## src/rtl/pipeline_stall_controller_pkg.sv

```systemverilog
// Shared pipeline definitions: stall-controller FSM encodings and multiply-latency bounds.
package pipeline_stall_controller_pkg;

  typedef enum logic [1:0] {
    ST_RUN      = 2'd0,
    ST_MEM_WAIT = 2'd1,
    ST_MUL_WAIT = 2'd2
  } state_e;

  localparam int MUL_LAT_MIN = 2;
  localparam int MUL_LAT_MAX = 8;
  // Wide enough for the largest preload value, MUL_LAT_MAX-2.
  localparam int MUL_CNT_W   = 3;

endpackage

```

## src/rtl/pipeline_stall_controller_mul_cycle_counter.sv

```systemverilog
// Loadable down-counter with zero-detect that times the multiply hold window.
module mul_cycle_counter #(
  parameter int W = 3
) (
  input  logic         clk_i,
  input  logic         rst_i,
  input  logic         load_i,
  input  logic [W-1:0] load_val_i,
  input  logic         dec_i,
  output logic         zero_o
);

  logic [W-1:0] cnt;

  always_ff @(posedge clk_i or negedge rst_i) begin
    if (!rst_i) begin
      cnt <= '0;
    end else if (load_i) begin
      cnt <= load_val_i;
    end else if (dec_i && (cnt != '0)) begin
      cnt <= cnt - 1'b1;
    end
  end

  assign zero_o = (cnt == '0);

endmodule

```

## src/rtl/pipeline_stall_controller.sv

```systemverilog
// Hazard/stall controller: freezes or flushes pipeline registers for memory waits,
// multi-cycle multiplies, taken branches and load-use hazards.
module pipeline_stall_controller
  import pipeline_stall_controller_pkg::*;
#(
  parameter int MUL_LAT = 4,
  parameter int CNT_W   = 16
) (
  input  logic             clk_i,
  input  logic             rst_i,
  input  logic [4:0]       IF_ID_rs_i,
  input  logic [4:0]       IF_ID_rt_i,
  input  logic [4:0]       ID_EX_rt_i,
  input  logic             ID_EX_MemRead_i,
  input  logic             PCSrc_i,
  input  logic             dmem_req_i,
  input  logic             dmem_ready_i,
  input  logic             mul_start_i,
  output logic             PCStall_o,
  output logic             IFIDStall_o,
  output logic             IDEXStall_o,
  output logic             EXMEMStall_o,
  output logic             IFIDFlush_o,
  output logic             IDFlush_o,
  output logic             EXFlush_o,
  output logic             busy_o,
  output logic [1:0]       state_o,
  output logic [CNT_W-1:0] stall_cnt_o
);

  if (MUL_LAT < MUL_LAT_MIN || MUL_LAT > MUL_LAT_MAX) begin : g_bad_mul_lat
    $error("pipeline_stall_controller: MUL_LAT out of range 2..8");
  end

  localparam logic [MUL_CNT_W-1:0] MUL_LOAD = MUL_CNT_W'(MUL_LAT - 2);

  function automatic logic [CNT_W-1:0] sat_inc(input logic [CNT_W-1:0] v);
    return (&v) ? v : v + 1'b1;
  endfunction

  state_e           state, state_nxt;
  logic             mul_load, mul_dec, mul_zero;
  logic             pc_stall, ifid_stall, idex_stall, exmem_stall;
  logic             ifid_flush, id_flush, ex_flush;
  logic             load_use, mem_wait;
  logic [CNT_W-1:0] stall_cnt;

  assign mem_wait = dmem_req_i && !dmem_ready_i;
  assign load_use = ID_EX_MemRead_i && (ID_EX_rt_i != 5'd0) &&
                    ((ID_EX_rt_i == IF_ID_rs_i) || (ID_EX_rt_i == IF_ID_rt_i));

  mul_cycle_counter #(.W(MUL_CNT_W)) u_mul_cnt (
    .clk_i      (clk_i),
    .rst_i      (rst_i),
    .load_i     (mul_load),
    .load_val_i (MUL_LOAD),
    .dec_i      (mul_dec),
    .zero_o     (mul_zero)
  );

  always_ff @(posedge clk_i or negedge rst_i) begin
    if (!rst_i) begin
      state     <= ST_RUN;
      stall_cnt <= '0;
    end else begin
      state <= state_nxt;
      if (PCStall_o) stall_cnt <= sat_inc(stall_cnt);
    end
  end

  always_comb begin
    state_nxt   = state;
    mul_load    = 1'b0;
    mul_dec     = 1'b0;
    pc_stall    = 1'b0;
    ifid_stall  = 1'b0;
    idex_stall  = 1'b0;
    exmem_stall = 1'b0;
    ifid_flush  = 1'b0;
    id_flush    = 1'b0;
    ex_flush    = 1'b0;
    case (state)
      ST_RUN: begin
        if (mem_wait) begin
          {pc_stall, ifid_stall, idex_stall, exmem_stall} = 4'b1111;
          state_nxt = ST_MEM_WAIT;
        end else if (mul_start_i) begin
          // EX is occupied, so a bubble goes into MEM while upstream holds.
          {pc_stall, ifid_stall, idex_stall, ex_flush} = 4'b1111;
          mul_load  = 1'b1;
          state_nxt = ST_MUL_WAIT;
        end else if (PCSrc_i) begin
          {ifid_flush, id_flush, ex_flush} = 3'b111;
        end else if (load_use) begin
          {pc_stall, ifid_stall, id_flush} = 3'b111;
        end
      end
      ST_MEM_WAIT: begin
        if (!dmem_ready_i) begin
          {pc_stall, ifid_stall, idex_stall, exmem_stall} = 4'b1111;
        end else begin
          state_nxt = ST_RUN;
        end
      end
      ST_MUL_WAIT: begin
        if (!mul_zero) begin
          {pc_stall, ifid_stall, idex_stall, ex_flush} = 4'b1111;
          mul_dec = 1'b1;
        end else begin
          state_nxt = ST_RUN;
        end
      end
      default: state_nxt = ST_RUN;
    endcase
  end

  // Outputs are combinational from inputs, so they must be forced quiet while in reset.
  assign PCStall_o    = rst_i & pc_stall;
  assign IFIDStall_o  = rst_i & ifid_stall;
  assign IDEXStall_o  = rst_i & idex_stall;
  assign EXMEMStall_o = rst_i & exmem_stall;
  assign IFIDFlush_o  = rst_i & ifid_flush;
  assign IDFlush_o    = rst_i & id_flush;
  assign EXFlush_o    = rst_i & ex_flush;
  assign busy_o       = rst_i & (state != ST_RUN);
  assign state_o      = state;
  assign stall_cnt_o  = stall_cnt;

endmodule
```

## config.mk

```make
export PLATFORM = sky130hd
export DESIGN_NAME = pipeline_stall_controller
export DESIGN_NICKNAME = d
export VERILOG_FILES = /design/src/rtl/pipeline_stall_controller_pkg.sv /design/src/rtl/pipeline_stall_controller_mul_cycle_counter.sv /design/src/rtl/pipeline_stall_controller.sv
export SDC_FILE = /design/constraint.sdc
export NUM_CORES = 1
export LEC_CHECK = 0
export CAP_MARGIN = 20
export CELL_PAD_IN_SITES_DETAIL_PLACEMENT = 0
export CELL_PAD_IN_SITES_GLOBAL_PLACEMENT = 2
export CORE_UTILIZATION = 26
export DETAILED_ROUTE_END_ITERATION = 12
export PLACE_DENSITY = 0.77
export SLEW_MARGIN = 30
export SYNTH_ARGS = -nofsm -noshare
export SYNTH_HDL_FRONTEND = slang
export SYNTH_HIERARCHICAL = 1
export SYNTH_SLANG_ARGS = --single-unit
```

## constraint.sdc

```tcl
create_clock -name clk_i -period 2.25 [get_ports clk_i]
set_input_delay 0.45 -clock clk_i [delete_from_list [all_inputs] [get_ports clk_i]]
set_output_delay 0.45 -clock clk_i [all_outputs]
set_load 0.03 [all_outputs]
```

==> results of run 1 <==
## sequential cells by signal (all words and copies together), names as in the netlist
| signal | cells |
|---|---|
| state_o | 2 |
| stall_cnt_o | 16 |
| u_mul_cnt/cnt | 3 |
## worst paths after layout
| kind | start | endpoint | slack [ps] | depth (start not counted) |
|---|---|---|---|---|
| setup / recovery | u_mul_cnt/cnt[0] | PCStall_o | 10 | 8 |
| hold / removal | stall_cnt_o[8] | stall_cnt_o[8] | 520 | 1 |
| setup reg to reg | u_mul_cnt/cnt[0] | stall_cnt_o[1] | 100 | 11 |
| hold reg to reg | stall_cnt_o[8] | stall_cnt_o[8] | 520 | 1 |
| max in group asynchronous | rst_i | stall_cnt_o[9] | 1460 | 3 |
| min in group asynchronous | rst_i | state_o[0] | 580 | 3 |
## per-layer routing
layer	track usage, %	vias up
met5	0	-
li1	-	607
met4	3.922	0
met1	18.92	571
met3	2.348	5
met2	21.60	44
## kinds of logic (layout without fill, tap and decap cells)
| group | after synthesis | in the layout |
|---|---|---|
| AO/OA/AOI/OAI | 12 | 12 |
| XOR/XNOR | 24 | 24 |
| adder cells (fa/ha/maj) | 3 | 3 |
| buffers and inverters | 9 | 77 |
| flip-flops | 21 | 21 |
| multiplexers | 2 | 2 |
| other | 2 | 3 |
| AND/OR/NAND/NOR | 61 | 61 |
## critical path, stage by stage, from the launching register on
cell and delay, ps:
dfrtp_1 390, inv_1 70, ha_2 190, ha_4 130
nand2b_4 120, a21oi_2 50, o21a_2 230, o21bai_4 200
buf_6 150
## layout by cell type, fill, tap and decap left out, types with 4 or more instances in the layout
master and n:
buf_4 25, dfrtp_1 21, clkdlybuf4s50_1 20, xnor2_1 14, dlygate4sd2_1 11, xor2_1 10
nand3_1 10, nor2_1 8, nand4_1 7, and3_1 7, inv_1 5, buf_6 4
## final cells by class
cell class	count	area share (%)
Multi-Input combinational cell	105	38.84
Timing Repair Buffer	68	28.96
Sequential cell	21	25.13
Tap cell	67	4.010
Clock buffer	4	2.154
Inverter	5	0.8977
## timing repair
item,CTS,global route
pin swaps,14,6
hold endpoints to repair,0,0
setup buffers,6,1
gates resized for setup,42,6
gates cloned,0,0
endpoints found under the setup margin,7,6
## stage by stage
step | worst slack (ps) | instance area [µm²] | TNS, ps | util [%]
5_1_grt | -67.21 | 2091 | -192.9 | 43.40
2_1_floorplan | 19.75 | 1348 | 0 | -
3_3_place_gp | -347.0 | 1944 | -3893 | 40.36
3_5_place_dp | -366.0 | 1944 | -4437 | 40.36
6_report | 10.14 | 2091 | 0 | 43.40
4_1_cts | 2.554 | 2063 | 0 | 42.83
## report_power, final
group          switching (mW)  internal [mW]  leakage (nW)
Combinational           0.525          0.555         0.632
Sequential              0.112          0.470         0.276
Clock                   0.121          0.126        0.0228
Total                   0.758           1.15         0.931
==> reports/metrics.yaml, run 1 <==
yosys.area.top_type: "dfrtp_1"
multi_input_area_um2: 812.0
synthesis.area_mm2: 0.001319
route.vias.total: 1227
synth_top_family_by_area: "simple AND/OR/NAND/NOR gates"
clk_latency_ps: 260
grt_pass1_vias: 1202
drtAntennaViolNets: 0
setup_viol: 0
status: "finished clean"
synthCells: 134
yosys.area_share.adder_pct: 2.846
synthArstFlopShare_pct: 100.0
synth_simple_gate_area_share_pct: 27.51
ir_drop_v: 0.0005318
first_pass_iters: 4
whs_ps: 523.6
port_buffers: 47
seq_area_frac_synth_pct: 39.85
drc: 0
register_area_um2: 525.5
start_util_pct: 27.38
hold_violations: 0
numCtsBuffers: 3
die_y_um: 73.22
cts_sinks: 21
final_cells: 270
muxShareOfSynthArea_pct: 1.708
met1_length_um: 1735
overflow: 0
worstSetupPathType: "flop to output pin"
yosysTopAreaCellShare_pct: 39.85
totalPowerFinal_mw: 1.909
synth_area_leaders: "dfrtp_1 (40%), xnor2_1 (9.3%), xor2_1 (6.6%)"
power.density_mw_per_mm2: 913.1
finalCritPeriodShare_pct: 99.55
start_kind: "flop"
coreArea_mm2: 0.004817
timing.fmax_mhz: 446.5
antenna_found_initial: 0
num-nets-final: 229
dpl.hpwl_um: 2547
die-area_mm2: 0.005361
hp-class: "flop to flop"
yosys-top-cells-count: "dfrtp_1 (21), xnor2_1 (14), nand3_1 (11), xor2_1 (10), nor2_1 (8)"
wl_met3_um: 251
met2_length_um: 1488
synth-compound-area-share_pct: 7.495
wl_per_cell_um: 13.02
final_layout_size_suffix_gt1_share_pct: 27.59
arrival_ps: 1790
fin_crit_ps: 2240
place.gp.congestion: 0.7657
dominantRegCellSynth: "dfrtp_1"
yosysMostFrequentCell: "dfrtp_1"
dieWidth_um: 73.22
via_per_inst: 4.544
clock-skew-final_ps: 3.642
cts_tree: "built"
rows: 25
htreeDepth: 1
grt_first_pass_wirelength_um: 5630
drt_iter0_drc: 36
synth_enable_flop_cells: 0
drt-total-wl_um: 3516
grt_usage_pct: 13.62
cts.clk_slew.worst_paths_ps: 80
synth-seq-cells: 21
place_inst: 259
yosys.cell_types.count: 37
io-pin-count: 48
avgSynthCellArea_um2: 9.842
diodes: 0
synth_xor_area_share_pct: 15.94
drv_cap: 0
synth_warnings: 6
grt_start_max_net_pins: 22
worst-path-max-fanout: 3
rsz0062_at_grt: "true"
clk_path_buf_depth: 2
end_kind: "output pin"
slew_violations: 0
cts_root_buffer: "clkbuf_8"
fillers: 501
cp_data_required_time_ps: 1800
total_leakage_power_nw: 0.9313
postCtsHoldBufs: 0
top_layer_used: "met4"
syn_to_final_growth_pct: 58.54
Power figures use the tool's default switching activity.
==> run 2, diff against run 1 <==
SETUP_SLACK_MARGIN = 0.3   (was not set)
==> run 2 against run 1 <==
Combinational power grew 11%. Clock-buffer cell count did not move. First-iteration DRC count is 2.8% lower. Sequential share of layout area is 0.84 points lower. Register-to-register slack gained 70 ps. Worst hold slack worse by 100 ps. Non-clock buffer count grew 1. Critical path depth unchanged. Fmax increased by 3.7%. Largest power group unchanged.
==> reports/metrics.yaml, run 2 (synthesis gave the netlist of run 1 again) <==
timing.fmax_mhz: 462.9
numCtsBuffers: 3
start_kind: "flop"
arrival_ps: 1710
coreArea_mm2: 0.004817
overflow: 0
drc: 0
path_cells: "inv_2, ha_4, ha_4, nand2b_4, a21oi_4, o21a_4, o21bai_4, buf_6"
final_cell_mix: "buf_4 (21), clkdlybuf4s50_1 (19), dfrtp_1 (19)"
largest_register_ffs: 16
worst-path-max-fanout: 3
drt-total-wl_um: 3619
rsz0062_at_grt: "true"
hold_violations: 0
postCtsHoldBufs: 0
slowest_stage: "dfrtp_1"
cts.clk_slew.worst_paths_ps: 80
cts_sinks: 21
whs_ps: 421.0
worstSetupPathType: "flop to output pin"
r2r-start: "u_mul_cnt/cnt[0]"
first_pass_iters: 4
num-nets-final: 230
place.gp.congestion: 0.7884
route.vias.total: 1234
drv_cap: 0
wl_per_cell_um: 13.35
fillers: 468
dieWidth_um: 73.22
start_util_pct: 27.38
via_per_inst: 4.554
status: "finished clean"
grt_start_max_net_pins: 28
cts_tree: "built"
clk_latency_ps: 260
slew_violations: 0
setup_viol: 0
final_layout_size_suffix_gt1_share_pct: 35.29
drt_iter0_drc: 35
power.density_mw_per_mm2: 932.3
grt_usage_pct: 13.61
ir_drop_v: 0.0005196
crit_family: "compound AO/OA/AOI/OAI gates"
dpl.hpwl_um: 2597
end_kind: "output pin"
syn_to_final_growth_pct: 64.80
clk_path_buf_depth: 2
die_y_um: 73.22
grt_pass1_vias: 1211
rows: 25
port_buffers: 47
antenna_found_initial: 0
cp_num_buf_inv: 2
total_leakage_power_nw: 0.9476
finalCritPeriodShare_pct: 96.01
grt_first_pass_wirelength_um: 5623
totalPowerFinal_mw: 2.026
fin_crit_ps: 2160
cts_root_buffer: "clkbuf_8"
diodes: 0
cp_data_required_time_ps: 1800
clock-skew-final_ps: 5.372
drtAntennaViolNets: 0
io-pin-count: 48
hp-class: "input pin to asynchronous set/reset pin"
die-area_mm2: 0.005361
critPathMaxStageDelay_ps: 400
htreeDepth: 1
startpoint: "u_mul_cnt/cnt[0]"
cp_common_cell: "ha_4"
final_common_cell: "buf_4"
[run 2: changes by cell type in the layout (fill, tap and decap cells not counted), sizes merged]
| cell | change |
|---|---|
| dlymetal6s2s | -1 |
| buf | +9 |
| clkdlybuf4s15 | -1 |
| clkdlybuf4s50 | -1 |
| dlygate4sd2 | -5 |
[run 2: final timing paths]
kind / end / depth (start not counted) / slack (ps)
max in group asynchronous: state_o[1] / 2 / 1660
setup / recovery: IFIDStall_o / 8 / 90
hold reg to reg: stall_cnt_o[11] / 1 / 520
min in group clk_i: stall_cnt_o[11] / 1 / 520
hold / removal: stall_cnt_o[9] / 2 / 420
setup reg to reg: stall_cnt_o[15] / 12 / 170
[run 2: report_power, final]
group	internal [mW]	total, mW	switching [mW]
logic	0.628	1.20	0.568
registers	0.473	0.584	0.111
clock network	0.126	0.246	0.120
[run 2: what timing repair did]
action | CTS | global route
setup endpoints to repair | 25 | 24
buffers inserted | 5 | 4
pin swaps | 23 | 3
gates resized for setup | 78 | 12
cloned | 0 | 0
[run 2: metrics by stage]
stage	instances	cell area, µm²	setup TNS (ps)	worst slack [ps]	util [%]
2_1_floorplan	135	1379	0	85.38	-
3_3_place_gp	258	1968	-3326	-287.2	40.86
3_5_place_dp	258	1968	-4226	-326.9	40.86
4_1_cts	267	2092	0	79.82	43.43
5_1_grt	271	2173	0	0.4352	45.12
6_report	271	2173	0	89.69	45.12
[run 2: cell type report]
cell class                 instances  area [µm²]  area share [%]
sequential                        21       528.0           24.29
multi-input combinational        105       872.1           40.13
timing repair buffer              69       625.6           28.79
clock buffer                       4       45.04           2.073
inverter                           5       18.77          0.8636
tap                               67       83.83           3.857
[run 2: per-layer routing]
metal	GRT usage, %	vias up	wire (µm)	part of all wire (%)
met5	0	-	0	0
li1	-	609	-	-
met2	23.56	49	1666	46
met4	3.268	0	15	0.41
met1	17.71	574	1719	47
met3	2.072	2	217	6.0
